$ cat src/rtl/argmax_seq.sv
// argmax_seq
// Final classification stage of the ECG 1D-CNN. Accepts one frame of
// NUM_CLASS unsigned class scores over a valid/ready stream, shares a single
// strict greater-than comparator across the frame, and presents the winning
// class index and its score on a registered valid/ready result port.
//
// Ports:
//   i_clk, i_rst      clock (rising edge), asynchronous active-high reset
//   i_start           frame start pulse, honoured only while idle
//   i_valid/o_ready   score stream handshake, i_data is the score
//   o_busy            high whenever a frame is in progress or a result is pending
//   o_valid/i_ready   result handshake, o_idx/o_max are the argmax and its score
module argmax_seq #(
  parameter int DW        = 32,
  parameter int NUM_CLASS = 5,
  parameter int IW        = 3
) (
  input  logic          i_clk,
  input  logic          i_rst,
  input  logic          i_start,
  input  logic          i_valid,
  output logic          o_ready,
  input  logic [DW-1:0] i_data,
  output logic          o_busy,
  output logic          o_valid,
  input  logic          i_ready,
  output logic [IW-1:0] o_idx,
  output logic [DW-1:0] o_max
);

  localparam logic [1:0] IDLE = 2'd0;
  localparam logic [1:0] LOAD = 2'd1;
  localparam logic [1:0] SCAN = 2'd2;
  localparam logic [1:0] DONE = 2'd3;

  // Count value of the final score in a frame; cnt is one bit wider than the
  // index so it never wraps inside a frame.
  localparam logic [IW:0] LAST_CNT = (IW+1)'(NUM_CLASS - 1);

  logic [1:0]    state_q, state_d;
  logic [IW:0]   cnt_q, cnt_d;
  logic [IW-1:0] idx_q, idx_d;
  logic [DW-1:0] max_q, max_d;
  logic          xfer;

  assign o_ready = (state_q == LOAD) || (state_q == SCAN);
  assign o_busy  = (state_q != IDLE);
  assign o_valid = (state_q == DONE);
  assign o_idx   = idx_q;
  assign o_max   = max_q;

  assign xfer = i_valid && o_ready;

  always_comb begin
    state_d = state_q;
    cnt_d   = cnt_q;
    idx_d   = idx_q;
    max_d   = max_q;
    case (state_q)
      IDLE: begin
        if (i_start) begin
          state_d = LOAD;
          cnt_d   = '0;
          idx_d   = '0;
          max_d   = '0;
        end
      end
      LOAD: begin
        // The first score seeds the running maximum without a compare.
        if (xfer) begin
          max_d   = i_data;
          idx_d   = '0;
          cnt_d   = (IW+1)'(1);
          state_d = (NUM_CLASS == 1) ? DONE : SCAN;
        end
      end
      SCAN: begin
        if (xfer) begin
          // Strict compare: on a tie the earlier index is kept.
          if (i_data > max_q) begin
            max_d = i_data;
            idx_d = cnt_q[IW-1:0];
          end
          cnt_d = cnt_q + 1'b1;
          if (cnt_q == LAST_CNT) begin
            state_d = DONE;
          end
        end
      end
      DONE: begin
        if (i_ready) begin
          state_d = IDLE;
        end
      end
      default: begin
        state_d = IDLE;
      end
    endcase
  end

  always_ff @(posedge i_clk or posedge i_rst) begin
    if (i_rst) begin
      state_q <= IDLE;
      cnt_q   <= '0;
      idx_q   <= '0;
      max_q   <= '0;
    end else begin
      state_q <= state_d;
      cnt_q   <= cnt_d;
      idx_q   <= idx_d;
      max_q   <= max_d;
    end
  end

endmodule

$ cat config.mk
export PLATFORM = sky130hd
export DESIGN_NAME = argmax_seq
export DESIGN_NICKNAME = d
export VERILOG_FILES = /design/src/rtl/argmax_seq.sv
export SDC_FILE = /design/constraint.sdc
export NUM_CORES = 1
export LEC_CHECK = 0
export BUFFER_PORTS_ARGS = -buffer_cell sky130_fd_sc_hd__buf_4
export CORE_MARGIN = 8
export CORE_UTILIZATION = 58
export CTS_BUF_LIST = sky130_fd_sc_hd__clkbuf_4 sky130_fd_sc_hd__clkbuf_8
export DETAILED_ROUTE_END_ITERATION = 8
export PLACE_DENSITY_LB_ADDON = 0.12
export SETUP_SLACK_MARGIN = 0.15
export SLEW_MARGIN = 40
export SYNTH_ARGS = -nofsm -noshare
export SYNTH_HDL_FRONTEND = slang
export SYNTH_SLANG_ARGS = --single-unit
$ cat constraint.sdc
create_clock -name i_clk -period 3.55 [get_ports i_clk]
set_input_delay 0.5325 -clock i_clk [delete_from_list [all_inputs] [get_ports i_clk]]
set_output_delay 0.5325 -clock i_clk [all_outputs]
set_load 0.005 [all_outputs]
==> metrics.txt, run 1 <==
Wirelength per Cell=15.5 um; distinct cell type count after synthesis=35; CP Launch Type=register; final slew viol count=0; Final HPWL DP=4410 um; Setup Skew=0.00548 ns; hold buffers post-CTS=0; crit path kind=register to register; crit path DAT=3.01 ns; die area=6780 um^2; Initial DRC Count=59; Synth area leader=dfrtp_1; Vias=2080; Fill cells=327; met2 global-route usage=between 30% and 40%; post-layout instance area=approximately 3200 um^2; Post-DRT Antenna Nets=0; Residual DRC=0; initial core utilization=approximately three fifths; CP required=3.78 ns; core area=4290 um^2; antenna diode count=0; # nets final=slightly below 400; Area Overhead vs Synth=26.3%; Slew @ Worst Pin=0.517 ns; row cnt=24; port buffer count=74; global placer's final weighted congestion=0.764; largest net degree at the start of global routing=42; routed vias/inst=~5.6; GR Util met3=4.33%; latest clock arrival within the worst-skew pair=0.29 ns; Num Clock Sinks=41; die width=82.4 um; CTS resizes=0; global-route wire length before repair=9670 um; Max Fclk=359 MHz; Yosys Warn Count=0; WP buf/inv=2; drt total wl=5790 um; CTS Root Buffer Type=clkbuf_8; Yosys reg bits=41; Die Ht=82.4 um; crit-path cells=inv_1 -> ha_1 -> a21oi_1 -> o21ai_0 -> a221o_1 -> o31ai_2 -> a32oi_2 -> o21ai_4 -> buf_8 -> a22o_1; setup TNS=0 ns; Post-CTS Setup Repair Bufs=0; Synthesized Nets=322; Post-Syn Area per Cell=10.4 um^2; sequential-to-total area share from yosys stat=40.2%; final setup fails=0; Cells after DPL=365; DRT Pass-1 Iters=4; total global-route track usage=about 18%; Power Density=813 nW/um^2; Hold WC Path Type=input pin to async pin; Worst Path Max Fanout=19; slew margin rel.=between 60 and 70%; busiest layer in global routing=met2; CTS tree=yes; vias in the first global route=roughly 2200; max-cap viol count=0; IO Count=75; ranking of synthesized cells by area=dfrtp_1, ha_1, a22o_1; ratio of cells with drive above 1 in the final layout=28.3%; GR met1 Demand/Resource=between 20 and 25%; share of the synthesized area in the top cell type=40.2%; Tot Pwr=2.62 mW; Final Non-Filler Cells=373; maximum vdd ir drop=about 0.00044 V; leakage power=1.64 nW; slowest stage delay, CP=0.45 ns; CTS Buf Count=5; Tcrit/Tclk final=78.4%; minimum clock period=approximately 2.8 ns; crit end category=register; clk buf depth=2; final hold vios=0; slowest CP cell=o21ai_4; Mapped Area=roughly 2600 um^2; status=finished clean; clock-pin slew of the registers on the worst-case setup and hold paths=0.08 ns; H-tree levels=2; Worst path top cell family by delay=compound AO/OA/AOI/OAI gates; grt ovf=0; initial antenna violation count=0; RSZ-0062 raised after global routing=no; Post-Synthesis Cells=around 250; DP Area=about 3100 um^2
[sequential cells by signal, indices dropped and copies added, names as in the netlist]
| register | flops |
|---|---|
| cnt_q | 4 |
| o_idx | 3 |
| o_max | 32 |
| state_q | 2 |
[cell type report]
class                   instances  area, um^2  area share, %
repair buffers                 76         578           17.9
well taps                      52        65.1           2.02
clock buffers                   5        68.8           2.13
multi-input cells             156        1300           40.3
clock inverters                 2        35.0           1.09
flip-flops and latches         41        1030           31.8
inverters                      41         154           4.77
[worst paths after layout]
path	startpoint	end	slack, ns	depth (start not counted)
max in group asynchronous	i_rst	o_max[21]	2.82	3
setup / recovery	o_max[15]	o_max[26]	0.77	10
hold / removal	i_rst	cnt_q[2]	0.37	3
min in group i_clk	i_data[8]	o_max[8]	0.46	2
setup reg to reg	o_max[15]	o_max[26]	0.77	10
hold reg to reg	o_max[4]	o_max[4]	0.54	1
[synth_stat cells]
cell type / n
and4b_1: 1
a22o_1: 32
a32oi_2: 1
nand2_1: 15
a2111oi_0: 1
inv_1: 41
nand3_1: 6
nand3b_1: 1
or2_2: 1
nor2_2: 1
o21ba_4: 1
o31ai_2: 1
a21o_1: 3
a21boi_0: 1
a221oi_1: 1
o31ai_1: 1
buf_6: 6
nor3_1: 2
o22ai_1: 1
nor4b_1: 1
nor2b_1: 2
clkbuf_1: 2
nor2_1: 2
dfrtp_1: 41
o211ai_1: 4
o21ai_4: 1
a221o_1: 2
ha_1: 39
a21oi_1: 15
nand4_1: 10
o21ai_0: 5
and4_1: 1
o21ai_1: 2
mux2_2: 1
nor3_2: 1
[per-stage QoR]
step | setup slack [ns] | hold slack [ns] | util (%)
6_report | 0.767 | 0.371 | 75.1
5_1_grt | 0.556 | 0.424 | 75.1
4_1_cts | 0.608 | 0.386 | 74.8
3_5_place_dp | 0.384 | 0.521 | 72.3
3_3_place_gp | 0.400 | 0.508 | 72.3
2_1_floorplan | 1.02 | 0.486 | -
[cells in the final DEF (no fill, tap or decap), drive strengths merged, types with 4 or more instances in the layout]
cell / count
ha: 39
o21ai: 8
buf: 76
dfrtp: 41
o211ai: 4
nand4: 10
clkbuf: 5
inv: 40
nand2: 15
a22o: 32
a21oi: 15
nand3: 6
[cell families after synthesis]
logic type      after synthesis  share of synthesized area (%)
simple gates                 44                           9.26
flops                        41                           40.2
buf+inv                      49                           8.97
fa+ha+maj                    39                           19.1
compound gates               72                           22.0
mux                           1                          0.441
[per-layer routing]
layer | vias to the layer above | wire length, um
li1 | 1042 | -
met1 | 985 | 2580
met2 | 47 | 2800
met3 | 6 | 347
met4 | 0 | 58
met5 | - | 0
[worst register-to-register path, cell delays in order, from the launching register on]
cell and delay (ns):
dfrtp_1 0.38, inv_1 0.05, ha_1 0.31, a21oi_1 0.16, o21ai_0 0.11, a221o_1 0.31
o31ai_2 0.28, a32oi_2 0.26, o21ai_4 0.45, buf_8 0.24, a22o_1 0.17
[report_power, final]
group	leakage (nW)	switching, mW	internal [mW]
Clock	0.0540	0.158	0.204
Combinational	1.05	0.764	0.721
Sequential	0.536	0.134	0.642
(Power assumes the default switching activity.)
==> inputs of run 2 (changes only) <==
--- a/config.mk
+++ b/config.mk
@@ -7,7 +7,7 @@
 export LEC_CHECK = 0
 export BUFFER_PORTS_ARGS = -buffer_cell sky130_fd_sc_hd__buf_4
 export CORE_MARGIN = 8
-export CORE_UTILIZATION = 58
+export CORE_UTILIZATION = 54
 export CTS_BUF_LIST = sky130_fd_sc_hd__clkbuf_4 sky130_fd_sc_hd__clkbuf_8
 export DETAILED_ROUTE_END_ITERATION = 8
 export PLACE_DENSITY_LB_ADDON = 0.12
==> constraint.sdc (replaced) <==
create_clock -name i_clk -period 2.9 [get_ports i_clk]
set_input_delay 0.435 -clock i_clk [delete_from_list [all_inputs] [get_ports i_clk]]
set_output_delay 0.435 -clock i_clk [all_outputs]
set_load 0.005 [all_outputs]
==> metrics.txt, run 2 (synthesis gave the netlist of run 1 again) <==
IO Count=75; Vias=2191; final slew viol count=0; Initial DRC Count=86; Setup Skew=0.00438 ns; global placer's final weighted congestion=0.761; clock-pin slew of the registers on the worst-case setup and hold paths=0.08 ns; core area=4630 um^2; most frequent cells in the layout=buf_4, dfrtp_1, inv_1; sequential power share=26.6%; Slew @ Worst Pin=0.519 ns; clock power share=13.8%; Finished Core Util=72.4%; crit end category=register; sw power=around 1.5 mW; Worst path top cell family by delay=compound AO/OA/AOI/OAI gates; Max Fclk=379 MHz; Combinational Power Share=59.6%; Area Overhead vs Synth=31.3%; Final HPWL DP=4570 um; slowest stage delay, CP=~0.40 ns; Hold WC Path Type=input pin to async pin; R2R Path Start=o_max[30]; crit path kind=register to register; CTS Root Buffer Type=clkbuf_8; multi-input combinational cell area=1370 um^2; worst reg-to-reg setup slack=0.26 ns; routed vias/inst=between 5 and 6; CTS tree=yes; commonest non-fill, non-tap cell in the layout=buf_4; Post-DRT Antenna Nets=0; RSZ-0062 raised after global routing=no; max reg flops=32; port buffer count=between 70 and 80; CP Launch Type=register; clk buf depth=2; Tcrit/Tclk final=90.9%; Critical R2R Capture=o_max[25]; Wirelength per Cell=around 17 um; latest clock arrival within the worst-skew pair=0.30 ns; CP Depth=11; Switching Fraction=40.8%; WP buf/inv=3; ratio of cells with drive above 1 in the final layout=between 30% and 40%; CTS Buf Count=5; DRT Pass-1 Iters=4; Fill cells=372; initial core utilization=55.2%; CP required=3.09 ns; grt ovf=0; antenna diode count=0; die width=around 85 um; die area=7190 um^2; maximum vdd ir drop=0.000542 V; worst setup path endpoint=o_max[25]; Die Ht=approximately 85 um; Residual DRC=0; total global-route track usage=18.2%; Num Clock Sinks=41; Final Non-Filler Cells=385; final hold vios=0; slew margin rel.=65.3%; slowest CP cell=dfrtp_1; initial antenna violation count=0; post-layout instance area=3350 um^2; setup TNS=0 ns; Seq. cell area=1030 um^2; Register-to-Register Path Depth=11; Int Pwr=2.12 mW; Power Density=about 1100 nW/um^2; # nets final=406; row cnt=25; crit-path cells=inv_1 -> ha_1 -> nand4_1 -> nor3_2 -> and4b_1 -> o31ai_1 -> a32oi_2 -> buf_4 -> o21ai_4 -> buf_12 -> a22o_1; largest net degree at the start of global routing=24; Cells after DPL=370; DP Area=3130 um^2; Worst Path Max Fanout=13; minimum clock period=2.64 ns; crit path DAT=2.83 ns; global-route wire length before repair=roughly 11000 um; hold buffers post-CTS=0; status=finished clean; final setup fails=0; drt total wl=6550 um; crit path launch=o_max[30]; vias in the first global route=2305; max-cap viol count=0; H-tree levels=2; leakage power=around 1.7 nW
run 2: cell types whose count changed in the layout (fill, tap and decap cells not counted), sizes merged:
cell / change
o21ai: +1
clkinvlp: +1
o21ba: +3
clkbuf: +1
inv: +1
clkinv: -2
buf: +5
run 2: how the worst min path moves through the flow:
stage	endpoint	depth (start not counted)
after CTS	o_max[9]	2
after global placement	cnt_q[3]	2
after global routing	o_max[20]	2
after detailed placement	o_max[13]	1
after floorplan	cnt_q[3]	2
final	o_idx[0]	2
run 2: layer usage:
metal	GRT usage [%]	share of wire [%]
met5	0	0
met4	7.61	1.2
met3	4.59	6.2
met2	32.2	50
met1	20.1	42
run 2: power by group through the flow:
stage                     registers, mW  logic [mW]  clock network, mW
after floorplan                   0.943        1.33                  0
after global placement            0.959        1.78                  0
after detailed placement          0.956        1.83                  0
after CTS                         0.952        1.95              0.498
after global routing              0.981        2.35              0.524
final                             0.953        2.14              0.494
run 2: cell type report:
type	count	share of cell area (%)
well taps	54	2.01
clock inverters	2	1.12
inverters	41	4.59
multi-input cells	160	40.7
repair buffers	81	18.5
flip-flops and latches	41	30.6
clock buffers	6	2.46
run 2: through the flow:
| stage | worst slack, ns | hold WS [ns] | power (mW) |
|---|---|---|---|
| after floorplan | 0.471 | 0.486 | 2.27 |
| after global placement | -0.0356 | 0.508 | 2.74 |
| after detailed placement | -0.0870 | 0.519 | 2.79 |
| after CTS | 0.155 | 0.205 | 3.40 |
| after global routing | 0.142 | 0.185 | 3.85 |
| final | 0.263 | 0.144 | 3.59 |
run 2: what timing repair did:
action	CTS	global route
setup endpoints to repair	32	32
gates cloned	2	2
buffers inserted	0	3
endpoints found under the hold margin	0	0
pin swaps	1	4
resized for setup	2	3
